[config.mk]
export PLATFORM = sky130hd
export DESIGN_NAME = icache_fill_ctrl_flat
export DESIGN_NICKNAME = d
export VERILOG_FILES = /design/src/rtl/icache_fill_ctrl_if.sv /design/src/rtl/icache_fill_ctrl.sv /design/src/flat_wrapper.sv
export SDC_FILE = /design/constraint.sdc
export NUM_CORES = 2
export LEC_CHECK = 0
export CAP_MARGIN = 20
export CORE_MARGIN = 1.5
export CORE_UTILIZATION = 31
export DETAILED_ROUTE_END_ITERATION = 10
export PLACE_DENSITY_LB_ADDON = 0.25
export SYNTH_ARGS = -nofsm -noshare
export SYNTH_HDL_FRONTEND = slang
export SYNTH_MEMORY_MAX_BITS = 65536
export SYNTH_SLANG_ARGS = --single-unit
[constraint.sdc]
create_clock -name clk -period 6.8 [get_ports clk]
set_clock_uncertainty 0.1 [all_clocks]
set_input_delay 1.36 -clock clk [delete_from_list [all_inputs] [get_ports clk]]
set_output_delay 1.36 -clock clk [all_outputs]
set_load 0.01 [all_outputs]
[src/rtl/icache_fill_ctrl_if.sv]
// Bundle between the IF stage, the instruction cache and the multi-cycle main memory.
// fsm_state mirrors the fill controller state for checkers: 0 = IDLE, 1 = FILL.
interface icache_fill_ctrl_if;
  // Fetch side: when req_en is high, instr_out is consumed only if stall is low.
  // Memory side: mem_en is a one-cycle read request that is always accepted, and
  // mem_data_valid marks one returned word, with responses in request order.
  logic        req_en;
  logic [15:0] req_addr;
  logic [15:0] instr_out;
  logic        stall;
  logic        mem_en;
  logic [15:0] mem_addr;
  logic [15:0] mem_data_in;
  logic        mem_data_valid;
  logic        fsm_state;

  modport master (
    output req_en, req_addr, mem_data_in, mem_data_valid,
    input  instr_out, stall, mem_en, mem_addr, fsm_state
  );

  modport slave (
    input  req_en, req_addr, mem_data_in, mem_data_valid,
    output instr_out, stall, mem_en, mem_addr, fsm_state
  );
endinterface

[src/rtl/icache_fill_ctrl.sv]
// Direct-mapped instruction cache. Hits are served in the same cycle, and misses stall the fetch
// while the whole line is streamed in from a fixed-latency, in-order memory.
module icache_fill_ctrl #(
  parameter int BLOCKS  = 32,
  parameter int WORDS   = 8,
  parameter int MEM_LAT = 4
) (
  input logic               clk,
  input logic               rst,
  icache_fill_ctrl_if.slave bus
);
  localparam int IDX_W = $clog2(BLOCKS);
  localparam int OFF_W = $clog2(WORDS);
  localparam int TAG_W = 15 - IDX_W - OFF_W;
  localparam int CNT_W = OFF_W + 1;

  if (MEM_LAT < 1) begin : g_lat_check
    $error("icache_fill_ctrl: MEM_LAT must be at least 1");
  end

  typedef enum logic {IDLE = 1'b0, FILL = 1'b1} state_t;

  state_t           state;
  logic [TAG_W-1:0] fill_tag;
  logic [IDX_W-1:0] fill_index;
  logic [CNT_W-1:0] issue_cnt;
  logic [OFF_W-1:0] recv_cnt;
  logic [BLOCKS-1:0] valid;

  logic [15:0]      data_mem [BLOCKS*WORDS];
  logic [TAG_W-1:0] tag_mem  [BLOCKS];

  logic [TAG_W-1:0] req_tag;
  logic [IDX_W-1:0] req_index;
  logic [OFF_W-1:0] req_word;
  logic             hit;
  logic             fill_write;
  logic             last_word;

  assign req_tag   = bus.req_addr[15 -: TAG_W];
  assign req_index = bus.req_addr[OFF_W+1 +: IDX_W];
  assign req_word  = bus.req_addr[1 +: OFF_W];

  assign hit        = bus.req_en & valid[req_index] & (tag_mem[req_index] == req_tag);
  assign fill_write = (state == FILL) & bus.mem_data_valid & ~rst;
  assign last_word  = (recv_cnt == OFF_W'(WORDS - 1));

  // The output is forced to zero whenever the fetch is stalled, so a stalled consumer never sees stale line data.
  assign bus.stall     = (state == FILL) | (bus.req_en & ~hit);
  assign bus.instr_out = ((state == IDLE) && hit) ? data_mem[{req_index, req_word}] : 16'h0000;
  assign bus.fsm_state = state;

  always_ff @(posedge clk) begin
    if (fill_write) begin
      data_mem[{fill_index, recv_cnt}] <= bus.mem_data_in;
      if (last_word) begin
        tag_mem[fill_index] <= fill_tag;
      end
    end
  end

  always_ff @(posedge clk) begin
    if (rst) begin
      state        <= IDLE;
      valid        <= '0;
      issue_cnt    <= '0;
      recv_cnt     <= '0;
      fill_tag     <= '0;
      fill_index   <= '0;
      bus.mem_en   <= 1'b0;
      bus.mem_addr <= 16'h0000;
    end else begin
      case (state)
        IDLE: begin
          bus.mem_en <= 1'b0;
          if (bus.req_en && !hit) begin
            // The victim line is invalidated up front, so a partially overwritten line can never hit.
            state             <= FILL;
            fill_tag          <= req_tag;
            fill_index        <= req_index;
            valid[req_index]  <= 1'b0;
            bus.mem_en        <= 1'b1;
            bus.mem_addr      <= {req_tag, req_index, OFF_W'(0), 1'b0};
            issue_cnt         <= CNT_W'(1);
            recv_cnt          <= '0;
          end
        end
        FILL: begin
          if (issue_cnt < CNT_W'(WORDS)) begin
            bus.mem_en   <= 1'b1;
            bus.mem_addr <= {fill_tag, fill_index, issue_cnt[OFF_W-1:0], 1'b0};
            issue_cnt    <= issue_cnt + CNT_W'(1);
          end else begin
            bus.mem_en <= 1'b0;
          end
          // Completion is driven by the responses rather than by a cycle count, so latency jitter is tolerated.
          if (bus.mem_data_valid) begin
            recv_cnt <= recv_cnt + OFF_W'(1);
            if (last_word) begin
              valid[fill_index] <= 1'b1;
              state             <= IDLE;
              issue_cnt         <= '0;
              recv_cnt          <= '0;
              bus.mem_en        <= 1'b0;
            end
          end
        end
        default: state <= IDLE;
      endcase
    end
  end
endmodule

[src/flat_wrapper.sv]
// flat-port wrapper written by rule: the top's interface ports become plain ports
module icache_fill_ctrl_flat 
#(
  parameter int BLOCKS  = 32,
  parameter int WORDS   = 8,
  parameter int MEM_LAT = 4
)
  (clk, rst, bus_req_en, bus_req_addr, bus_mem_data_in, bus_mem_data_valid, bus_instr_out, bus_stall, bus_mem_en, bus_mem_addr, bus_fsm_state);
  icache_fill_ctrl_if bus_i ();
  input logic clk;
  input logic rst;
  input wire logic [$bits(bus_i.req_en)-1:0] bus_req_en;
  input wire logic [$bits(bus_i.req_addr)-1:0] bus_req_addr;
  input wire logic [$bits(bus_i.mem_data_in)-1:0] bus_mem_data_in;
  input wire logic [$bits(bus_i.mem_data_valid)-1:0] bus_mem_data_valid;
  output wire logic [$bits(bus_i.instr_out)-1:0] bus_instr_out;
  output wire logic [$bits(bus_i.stall)-1:0] bus_stall;
  output wire logic [$bits(bus_i.mem_en)-1:0] bus_mem_en;
  output wire logic [$bits(bus_i.mem_addr)-1:0] bus_mem_addr;
  output wire logic [$bits(bus_i.fsm_state)-1:0] bus_fsm_state;
  assign bus_i.req_en = bus_req_en;
  assign bus_i.req_addr = bus_req_addr;
  assign bus_i.mem_data_in = bus_mem_data_in;
  assign bus_i.mem_data_valid = bus_mem_data_valid;
  assign bus_instr_out = bus_i.instr_out;
  assign bus_stall = bus_i.stall;
  assign bus_mem_en = bus_i.mem_en;
  assign bus_mem_addr = bus_i.mem_addr;
  assign bus_fsm_state = bus_i.fsm_state;
  icache_fill_ctrl #(.BLOCKS(BLOCKS), .WORDS(WORDS), .MEM_LAT(MEM_LAT)) u_core (.clk(clk), .rst(rst), .bus(bus_i));
endmodule
==> flow_metrics.py <==
metrics = {
    "status": {
        "status": "complete, no violations",
    },
    "timing": {
        "period_needed_ps": 6710,
        "hold_slack_ps": 397,
        "setup_viol": 0,
        "post-route-period-util_pct": 98.7,
        "setup_ws_ps": 86.6,
        "slew_headroom_pct": 13.5,
        "tns_ps": 0,
        "maxSlewViolCount": 0,
        "max_freq_mhz": 149,
        "worst_slew_pin_slew_ps": 1300,
        "hold_viol_final": 0,
        "rsz0062_at_grt": "false",
    },
    "finish": {
        "final_cell_mix": "edfxtp_1 (4,320), mux4_2 (1,280), buf_4 (552)",
        "drive_above_1_share_pct": 35.1,
        "synthToLayoutAreaGrowth_pct": 17.4,
        "fillCellCount": 49044,
        "final_nets": 7912,
        "layout_commonest_cell": "edfxtp_1",
        "multi_input_area_mm2": 0.0364,
        "regArea_mm2": 0.131,
    },
    "critical_path": {
        "r2r-start": "u_core.bus.fsm_state",
        "critical_path_class": "input pin to output port",
        "worstSetupStartpoint": "bus_req_addr[1]",
        "crit_arrival_ps": 5250,
        "worstSetupEndpointType": "output port",
        "critPathLaunchType": "input pin",
        "slowest_stage": "mux2i_1",
        "crit_top_cell": "buf_12",
        "crit_chain": "buf_16 > buf_12 > buf_12 > buf_4 > mux4_2 > mux4_2 > mux2i_1 > a22oi_1 > nand4_1 > nor2_1 > buf_12",
        "required_ps": 5340,
        "critical_path_buf_inv_count": 5,
        "cp_max_fo": 24,
        "cp_top_family": "multiplexers",
        "cp_slowest_stage_delay_ps": 720,
    },
    "route": {
        "drt-total-wl_um": 457000,
        "antenna_left": 0,
        "first_pass_iters": 6,
        "vias_per_cell": 5.10,
        "wl_per_cell_um": 29.6,
        "vias": 78928,
        "drc_errors": 0,
        "drt_iter0_markers": 8630,
    },
    "power_and_ir_drop": {
        "cell_internal_pwr_uw": 44700,
        "power_frac_clock_pct": 42.6,
        "p_per_area_mw_per_mm2": 287,
        "p_sw_uw": 12200,
        "p_sw_share_pct": 21.5,
        "total_power_uw": 56900,
        "p_leak_uw": 0.0610,
        "pwr-share-seq_pct": 52.3,
        "peakVddDrop_mv": 0.243,
        "pwr-share-comb_pct": 5.2,
    },
    "floorplan": {
        "initial_core_util_pct": 31.1,
        "fp.dieArea_mm2": 0.548,
        "core_mm2": 0.541,
        "die_w_um": 740,
        "fp.dieH_um": 740,
        "fp-row-count": 270,
        "ios": 71,
    },
    "logic_synthesis": {
        "ys_warn_count": 0,
        "netlist_area_mm2": 0.169,
        "synth_edf_count": 4320,
        "syn_inst": 7119,
        "ys_seq_area_share_pct": 77.8,
        "synth_area_per_cell_um2": 23.7,
        "synthMuxAreaShare_pct": 18.6,
        "synthAdderAreaFrac_pct": 0.0445,
        "yosys.area_share.simple_pct": 1.40,
        "async_flop_share_pct": 0,
        "synthXorXnorAreaFrac_pct": 0,
        "synth-main-ff-cell": "edfxtp_1",
        "synth_top_family_by_area": "multiplexers",
        "syn_nets": 7161,
        "synth_cell_type_count": 58,
        "synth_seq_cells": 4388,
        "synth_compound_area_share_pct": 1.06,
    },
    "hold_path": {
        "hold_class": "register to register",
        "worstHoldStart": "u_core.bus.mem_addr[2]",
    },
    "grt": {
        "grt_pass1_vias": 81420,
        "grtUsageMet2_pct": 26.8,
        "busiest_layer": "met2",
        "grt_pass1_wl_um": 639000,
        "use_met1_pct": 22.6,
        "gr-usage-met3_pct": 3.04,
        "track_usage_pct": 16.3,
        "grt_max_degree": 193,
        "globalRoute.totalOverflow": 0,
        "antenna_found_initial": 13,
    },
    "cts": {
        "numClockSinks": 4388,
        "holdBufCountCts": 0,
        "path_clk_slew_ps": 50,
        "numCtsBuffers": 448,
        "htree_levels": 5,
        "clockBufferDepth": 4,
        "clock-root-buffer": "clkbuf_16",
        "cts_tree": "done",
        "worstSkewPairLatency_ps": 1070,
    },
    "placement": {
        "gp_congestion": 0.828,
        "hpwl_um": 273000,
        "io_buffers": 68,
        "dpl_worst_slack_ps": -548,
    },
    "flow_run": {
        "maxCapViolCount": 0,
    },
}
[Yosys cell counts (all sizes together), types with 13 or more instances]
library cell / number / area (um2)
nor4b: 13 / 129
dfxtp: 68 / 1360
a22oi: 63 / 473
a211oi: 15 / 118
clkbuf: 243 / 912
mux4: 1280 / 28800
a21oi: 38 / 190
edfxtp: 4320 / 130000
nor4: 21 / 156
o22ai: 65 / 407
buf: 179 / 873
nor2: 343 / 1290
nand4: 24 / 150
nand2: 26 / 97.6
a311oi: 14 / 148
mux2i: 248 / 2480
nand3: 28 / 140
[path summary, 6_finish.rpt]
check                                         endpoint  slack [ps]  cells past startpoint
worst max register to register  u_core.data_mem[96][4]        2640                      6
worst max-delay path                  bus_instr_out[7]          90                     11
worst min-delay path            u_core.bus.mem_addr[2]         400                      2
worst min register to register  u_core.bus.mem_addr[2]         400                      2
[layout make-up]
cell class              instances  area share, %
repair buffers                723           3.52
well taps                    7208           4.56
multi-input cells            2298           18.4
diodes                         10         0.0126
flip-flops and latches       4388           66.2
inverters                      11         0.0209
clock buffers                 546           5.90
clock inverters               284           1.35
[power by group through the flow]
stage / sequential (uW) / clock (uW) / combinational (uW)
3_3_place_gp: 30300 / 0 / 2960
6_report: 29700 / 24200 / 2950
3_5_place_dp: 30300 / 0 / 3010
4_1_cts: 29700 / 24700 / 3020
5_1_grt: 29700 / 25700 / 3110
2_1_floorplan: 30300 / 0 / 1430
[flip-flops by register name (all words and copies together) (netlist names)]
name and flops:
u_core.recv_cnt 3, u_core.bus.mem_addr 15, u_core.tag_mem 224, u_core.bus.fsm_state 1, u_core.valid 32, u_core.data_mem 4096, u_core.issue_cnt 4, u_core.fill_tag 7
u_core.bus.mem_en 1, u_core.fill_index 5
[worst min-delay path: cells and delay by family, from the launching register on]
kind / cells / cell delay [ps]
compound gates: 1 / 70
simple gates: 1 / 60
flops: 1 / 310
[cells by family after synthesis]
kind of cell               Yosys count
adders and majority gates            6
AOI/OAI and AO/OA                  243
buffers and inverters              433
muxes                             1536
and+or+nand+nor                    512
other                                1
DFF                               4388
[metrics by stage]
| step | utilization [%] | instance area, um2 | std cells |
|---|---|---|---|
| after floorplan | - | 169000 | 7119 |
| after global placement | 33.8 | 183000 | 14598 |
| after detailed placement | 33.8 | 183000 | 14612 |
| after CTS | 36.5 | 198000 | 15442 |
| after global routing | 36.6 | 198000 | 15459 |
| final | 36.6 | 198000 | 15468 |
[metal layers]
layer	up-vias	wire, um
li1	32217	-
met1	43597	195000
met4	0	10400
met5	-	0
met3	527	30100
met2	2587	222000
[timing repair]
item,CTS,global route
gates resized for setup,8,15
pin swaps,0,2
setup buffers,0,2
endpoints found under the setup margin,4,6
cloned,0,0
(Power assumes the default switching activity.)
